<file path="config.mk">
export PLATFORM = sky130hd
export DESIGN_NAME = periph_timer
export DESIGN_NICKNAME = d
export VERILOG_FILES = /design/src/rtl/periph_timer.sv
export SDC_FILE = /design/constraint.sdc
export NUM_CORES = 1
export LEC_CHECK = 0
export ABC_AREA = 1
export BUFFER_PORTS_ARGS = -buffer_cell sky130_fd_sc_hd__buf_2
export CAP_MARGIN = 20
export CORE_UTILIZATION = 45
export CTS_CLUSTER_SIZE = 16
export DETAILED_ROUTE_END_ITERATION = 7
export PLACE_DENSITY_LB_ADDON = 0.12
export SETUP_SLACK_MARGIN = 0.1
export SLEW_MARGIN = 20
export SYNTH_ARGS = -nofsm -noshare
export SYNTH_HDL_FRONTEND = slang
export SYNTH_SLANG_ARGS = --single-unit
</file>
<file path="constraint.sdc">
create_clock -name clk -period 2.1 [get_ports clk]
set_clock_uncertainty 0.05 [all_clocks]
set_input_delay 0.42 -clock clk [delete_from_list [all_inputs] [get_ports clk]]
set_output_delay 0.42 -clock clk [all_outputs]
set_load 0.005 [all_outputs]
</file>
<file path="src/rtl/periph_timer.sv">
// periph_timer: memory-mapped timer / LED / seven-segment peripheral.
//
// Purpose: a reloading 32-bit timer (TH = reload, TL = counter, TCON =
// control/status), an LED register, a seven-segment register and a
// free-running cycle counter (systick), all on a simple CPU bus at
// base 0x4000_0000.
//
// Ports:
//   clk     in   1   system clock, rising edge
//   reset   in   1   asynchronous active-low reset
//   rd      in   1   CPU read strobe
//   wr      in   1   CPU write strobe
//   addr    in  32   CPU byte address (addr[1:0] ignored)
//   wdata   in  32   CPU write data
//   rdata   out 32   CPU read data, combinational
//   led     out  8   LED register
//   digi    out 12   seven-segment drive ([11:8] enables, [7:0] segments)
//   irqout  out  1   timer interrupt request (level)
module periph_timer (
   input  logic        clk,
   input  logic        reset,
   input  logic        rd,
   input  logic        wr,
   input  logic [31:0] addr,
   input  logic [31:0] wdata,
   output logic [31:0] rdata,
   output logic [7:0]  led,
   output logic [11:0] digi,
   output logic        irqout
);

   // Word indices (addr[7:2]) of the register map.
   localparam logic [5:0] W_TH   = 6'd0;
   localparam logic [5:0] W_TL   = 6'd1;
   localparam logic [5:0] W_TCON = 6'd2;
   localparam logic [5:0] W_LED  = 6'd3;
   localparam logic [5:0] W_SYST = 6'd4;
   localparam logic [5:0] W_DIGI = 6'd5;

   logic [31:0] th_q, th_d;
   logic [31:0] tl_q, tl_d;
   logic [2:0]  tcon_q, tcon_d;
   logic [7:0]  led_q, led_d;
   logic [11:0] digi_q, digi_d;
   logic [31:0] systick_q, systick_d;

   logic        sel;
   logic [5:0]  word;
   logic        wr_th, wr_tl, wr_tcon, wr_led, wr_digi;
   logic        ovf;
   logic        ovf_irq;
   logic        unused_addr_lsb;

   assign sel  = (addr[31:8] == 24'h400000);
   assign word = addr[7:2];
   assign unused_addr_lsb = ^addr[1:0];

   assign wr_th   = wr && sel && (word == W_TH);
   assign wr_tl   = wr && sel && (word == W_TL);
   assign wr_tcon = wr && sel && (word == W_TCON);
   assign wr_led  = wr && sel && (word == W_LED);
   assign wr_digi = wr && sel && (word == W_DIGI);

   // A CPU write to TL pre-empts the reload, so it also suppresses the
   // overflow event. The interrupt-enable used is the pre-write value.
   assign ovf     = tcon_q[0] && (tl_q == 32'hFFFF_FFFF) && !wr_tl;
   assign ovf_irq = ovf && tcon_q[1];

   always_comb begin
      th_d      = wr_th ? wdata : th_q;
      led_d     = wr_led ? wdata[7:0] : led_q;
      digi_d    = wr_digi ? wdata[11:0] : digi_q;
      systick_d = systick_q + 32'd1;

      if (wr_tl) begin
         tl_d = wdata;
      end else if (!tcon_q[0]) begin
         tl_d = tl_q;
      end else if (tl_q == 32'hFFFF_FFFF) begin
         tl_d = th_q;
      end else begin
         tl_d = tl_q + 32'd1;
      end

      // Status bit is sticky: an overflow in the same cycle as a TCON
      // write is OR-ed in so the interrupt cannot be lost.
      if (wr_tcon) begin
         tcon_d = {wdata[2] | ovf_irq, wdata[1:0]};
      end else begin
         tcon_d = {tcon_q[2] | ovf_irq, tcon_q[1:0]};
      end
   end

   always_ff @(posedge clk or negedge reset) begin
      if (!reset) begin
         th_q      <= '0;
         tl_q      <= '0;
         tcon_q    <= '0;
         led_q     <= '0;
         digi_q    <= '0;
         systick_q <= '0;
      end else begin
         th_q      <= th_d;
         tl_q      <= tl_d;
         tcon_q    <= tcon_d;
         led_q     <= led_d;
         digi_q    <= digi_d;
         systick_q <= systick_d;
      end
   end

   always_comb begin
      rdata = 32'h0;
      if (rd && sel) begin
         case (word)
            W_TH:    rdata = th_q;
            W_TL:    rdata = tl_q;
            W_TCON:  rdata = {29'h0, tcon_q};
            W_LED:   rdata = {24'h0, led_q};
            W_SYST:  rdata = systick_q;
            W_DIGI:  rdata = {20'h0, digi_q};
            default: rdata = 32'h0;
         endcase
      end
   end

   assign led    = led_q;
   assign digi   = digi_q;
   assign irqout = tcon_q[1] & tcon_q[2];

endmodule

</file>
# [After elaboration in Yosys (flattened, before gate mapping)]
# Index checks and enable logic that the tools add are counted.
[word_totals] reg_bits=119 inputBits=68 wordCells=38
[op_classes] addsub=2 eq_ne=7 muxes=6 n_bitwise=3 reduce_logical=13
[ops] cell="32-bit case mux with 6 select lines" n=1
[ops] cell="32-bit 2-to-1 mux" n=4
[ops] cell="32-bit by 1-bit adder with 32-bit output, second input constant" n=2
[ops] cell="32-bit == test, second input constant" n=1
[ops] cell="24-bit by 23-bit == test with 1-bit output, second input constant" n=1
[ops] cell="6-bit by 2-bit == test with 1-bit output, second input constant" n=2
[ops] cell="6-bit by 3-bit == test with 1-bit output, second input constant" n=2
[ops] cell="1-bit logical AND" n=10
[ops] cell="6-bit by 1-bit == test with 1-bit output, second input constant" n=1
[ops] cell="6-bit zero test" n=1
[ops] cell="3-bit 2-to-1 mux" n=1
[ops] cell="1-bit OR" n=2
[ops] cell="2-bit nonzero test" n=1
[ops] cell="1-bit bitwise AND" n=1
[ops] cell="1-bit zero test" n=1

# [Depth between registers and ports, before layout]
[depth] word_depth=8 depth_mapped=12 depth_no_buf=11

# [Least setup slack after synthesis]
# Ideal clock, no wire load.
[synth_path] path_kind="input to output" from="in addr[23]" to="out rdata[21]" arrival_ns=1.461 t_required_ns=1.630 slack_ns=0.169 path_stages=9 path_cell_list="nor2_1 -> nand2_1 -> nor2_1 -> nand2_1 -> nor2_1 -> nand3_1 -> buf_2 -> buf_2 -> a31oi_1"
[synth_via] elab_chain_len=3
[synth_lines] item="start, declared" line="24" rtl="input logic [31:0] addr,"
[synth_lines] item="24-bit by 23-bit == test with 1-bit output" line="54" rtl="assign sel = (addr[31:8] == 24'h400000);"
[synth_lines] item="1-bit logical AND" line="114" rtl="if (rd && sel) begin"
[synth_lines] item="32-bit 2-to-1 mux" line="114"
[synth_lines] item="end, declared" line="26" rtl="output logic [31:0] rdata,"
# No other way between the ends.

# [Worst setup path in the final report]
[layout_path] from="in addr[2]" to="out rdata[4]"
[layout_via] elab_chain_len=3 word_cells_on_any_way=8 classes_between="eq/ne (5); mux (2); reduce/logical (1)"
[layout_lines] item="6-bit by 3-bit == test with 1-bit output, or another cell as far along" line="115" rtl="case (word)"
[layout_lines] item="32-bit case mux with 6 select lines (*)" line="115"
[layout_lines] item="32-bit 2-to-1 mux (*)" line="114"
# Mark *: on every way between the ends. The rest lies on a longest branch, timed or not.

==> out/metrics.cfg <==
[outcome]
status=finished, violations left
violations=setup timing

[synthesis]
synthCells=1065
yosysSeqAreaShare=0.398
synth_largest_area_cell=dfrtp_1
synth_area_mm2=0.00748
synth_edf_count=0
ys_ff_latch=119
ys_top_cells_by_count=389 x nand2_1, 128 x nand3_1, 119 x dfrtp_1, 84 x nor2_1, 72 x inv_1
synth_area_leaders=dfrtp_1 40%, nand2_1 20%, nand3_1 8.6%
yosys_most_used_dff=dfrtp_1
synth.most_common_cell=nand2_1
synthArstFlopShare=1.00
synth_top_area_frac=0.398
syn_nets=1135
yosys_warnings=0
yosysUniqueCellTypes=37
syn_avg_cell_area_um2=7.03

[die]
die_area_mm2=0.0171
initial_core_util=0.466
rows=46
die_y_um=131
coreArea_mm2=0.0161
io_pins=121
chipWidth_um=131

[setup_path]
path_max_fanout=5
ff2ff_setup_slack_ns=0.18
reg2reg_from=tl_q[0]$_DFFE_PN0P_
worstSetupPathType=input pin to output port
required_ns=1.63
arrival_ns=1.71
path_cells=buf_2 -> inv_1 -> nor2_1 -> buf_4 -> nand3_4 -> inv_6 -> buf_12 -> a22oi_1 -> a31oi_2 -> buf_2
crit_top_cell=buf_2
ff2ff_path_depth=12
setup.worst_path.start_class=input pin
crit_slowest_cell=a22oi_1
r2r_end=tl_q[24]$_DFFE_PN0P_
end_kind=output port
max_stage_delay_ns=0.35

[drt]
drt-initial-drc-count=671
wire_per_inst_um=17.5
vias=7900
drtPass1Iterations=6
drt-total-wl_mm=25.6
drc=0
postRouteAntennaNets=0
viasPerCell=5.40

[timing]
drv_slew=0
tightest_slew_ns=0.664
min_period_ns=2.18
relSlewSlack=0.553
hold_viol=0
final.setup.tns_ns=-1.39
rsz0062_at_grt=yes
fmax_ghz=0.459
setup_viol=30
period_share=1.04
fin_ws_ns=-0.0792

[clock_network]
htree_levels=4
cts_buffer_depth=2
clk_latency_ns=0.42
cts_sinks=119
cts_tree=yes
cts_made_buffers=17
cts_root_buf=clkbuf_16
clkTransAtPathRegs_ns=0.06

[global_routing]
grt_pass1_vias=7221
gr-max-usage-layer=met2
grt_max_degree=42
grt_pass1_wl_mm=39.6
met3_usage=0.0493
gr-usage-met1=0.433
grt_overflow=0
grtUsageMet2=0.486
grt_usage=0.312
antenna_found_initial=0

[cells_and_area]
layout.nets=1307
diodes=0
syn_to_final_growth_pct=31.5
drive_above_1_share=0.241

[worst_hold_path]
whs_endpoint=tl_q[18]$_DFFE_PN0P_
holdPathStages=3
min_from=wdata[18]
hp-class=input pin to flip-flop

[power]
p_leak_nw=4.55
power.density_mw_per_mm2=548
total_power_mw=5.40
ir_worst_vdd_uv=549

[placed_design]
port-buffer-count=118
dp_slack_ns=-0.155
place.gp.congestion=0.903
dp_hpwl_mm=18.0

[run]
maxCapViolCount=0

## kinds of logic after synthesis
logic type | Yosys count | share of synthesized area
compound gates | 98 | 0.0781
flops | 119 | 0.398
fa+ha+maj | 2 | 0.00334
xor+xnor | 37 | 0.0433
buf+inv | 121 | 0.0699
simple gates | 688 | 0.407
## layout by cell type, fill, tap and decap left out, drive strengths merged, types with 5 or more instances in the layout
master,instances
clkbuf,19
clkinv,6
nand3b,9
clkinvlp,5
o21ai,44
nor2,99
a22oi,19
nand4,29
nand2,400
dfrtp,119
nor3,14
inv,80
buf,191
xnor2,14
nand3,133
xor2,23
a31oi,32
## per-stage QoR
step	area, um2	hold slack, ns	cells	utilization
6_report	9840	0.183	1464	0.613
5_1_grt	9840	0.190	1464	0.613
4_1_cts	9590	0.175	1455	0.597
3_5_place_dp	8760	0.374	1421	0.546
3_3_place_gp	8760	0.371	1421	0.546
2_1_floorplan	7480	0.0744	1065	-
## where the power goes
part / internal [mW] / switching [mW] / leakage (nW)
combinational: 0.0959 / 0.138 / 2.64
sequential: 2.29 / 0.0000000787 / 1.65
clock: 1.76 / 1.11 / 0.266
total: 4.15 / 1.25 / 4.55
## layout make-up
cell class | instances | area, um2
clock buffers | 18 | 439
clock inverters | 12 | 130
fillers | 1492 | 6220
inverters | 81 | 327
multi-input cells | 825 | 4220
flip-flops and latches | 119 | 2980
well taps | 216 | 270
repair buffers | 193 | 1480
## worst max-delay path by stage
stage	slack [ns]	start	cells after the start	endpoint
2_1_floorplan	0.17	addr[23]	9	rdata[21]
3_3_place_gp	-0.14	addr[7]	9	rdata[19]
3_5_place_dp	-0.16	addr[7]	9	rdata[23]
4_1_cts	-0.02	addr[15]	10	rdata[15]
5_1_grt	-0.15	addr[29]	10	rdata[11]
6_report	-0.08	addr[2]	10	rdata[4]
## repair_timing
action / in CTS / in global routing
hold endpoints to repair: 31 / 0
buffers inserted: 1 / 8
setup endpoints to repair: 33 / 51
hold buffers: 1 / 0
resized for setup: 42 / 34
gates cloned: 2 / 1
pin swaps: 9 / 7
## flip-flops by register name, summed over array words and instances, names as in the netlist
| name | count |
|---|---|
| digi | 12 |
| tl_q | 32 |
| tcon_q | 3 |
| th_q | 32 |
| led | 8 |
| systick_q | 32 |
## worst max-delay path, delay by kind of cell
kind / cells / cell delay, ns
buffers and inverters: 6 / 0.64
AO/OA/AOI/OAI: 2 / 0.51
AND/OR/NAND/NOR: 2 / 0.14
## layer usage
layer  routed length (um)  vias up  part of all wire
li1                     -     3845                 -
met1                11300     3689              0.44
met2                11700      316              0.46
met3                 1800       50             0.070
met4                  821        0             0.032
met5                    0        -                 0
Power figures use the tool's default switching activity.
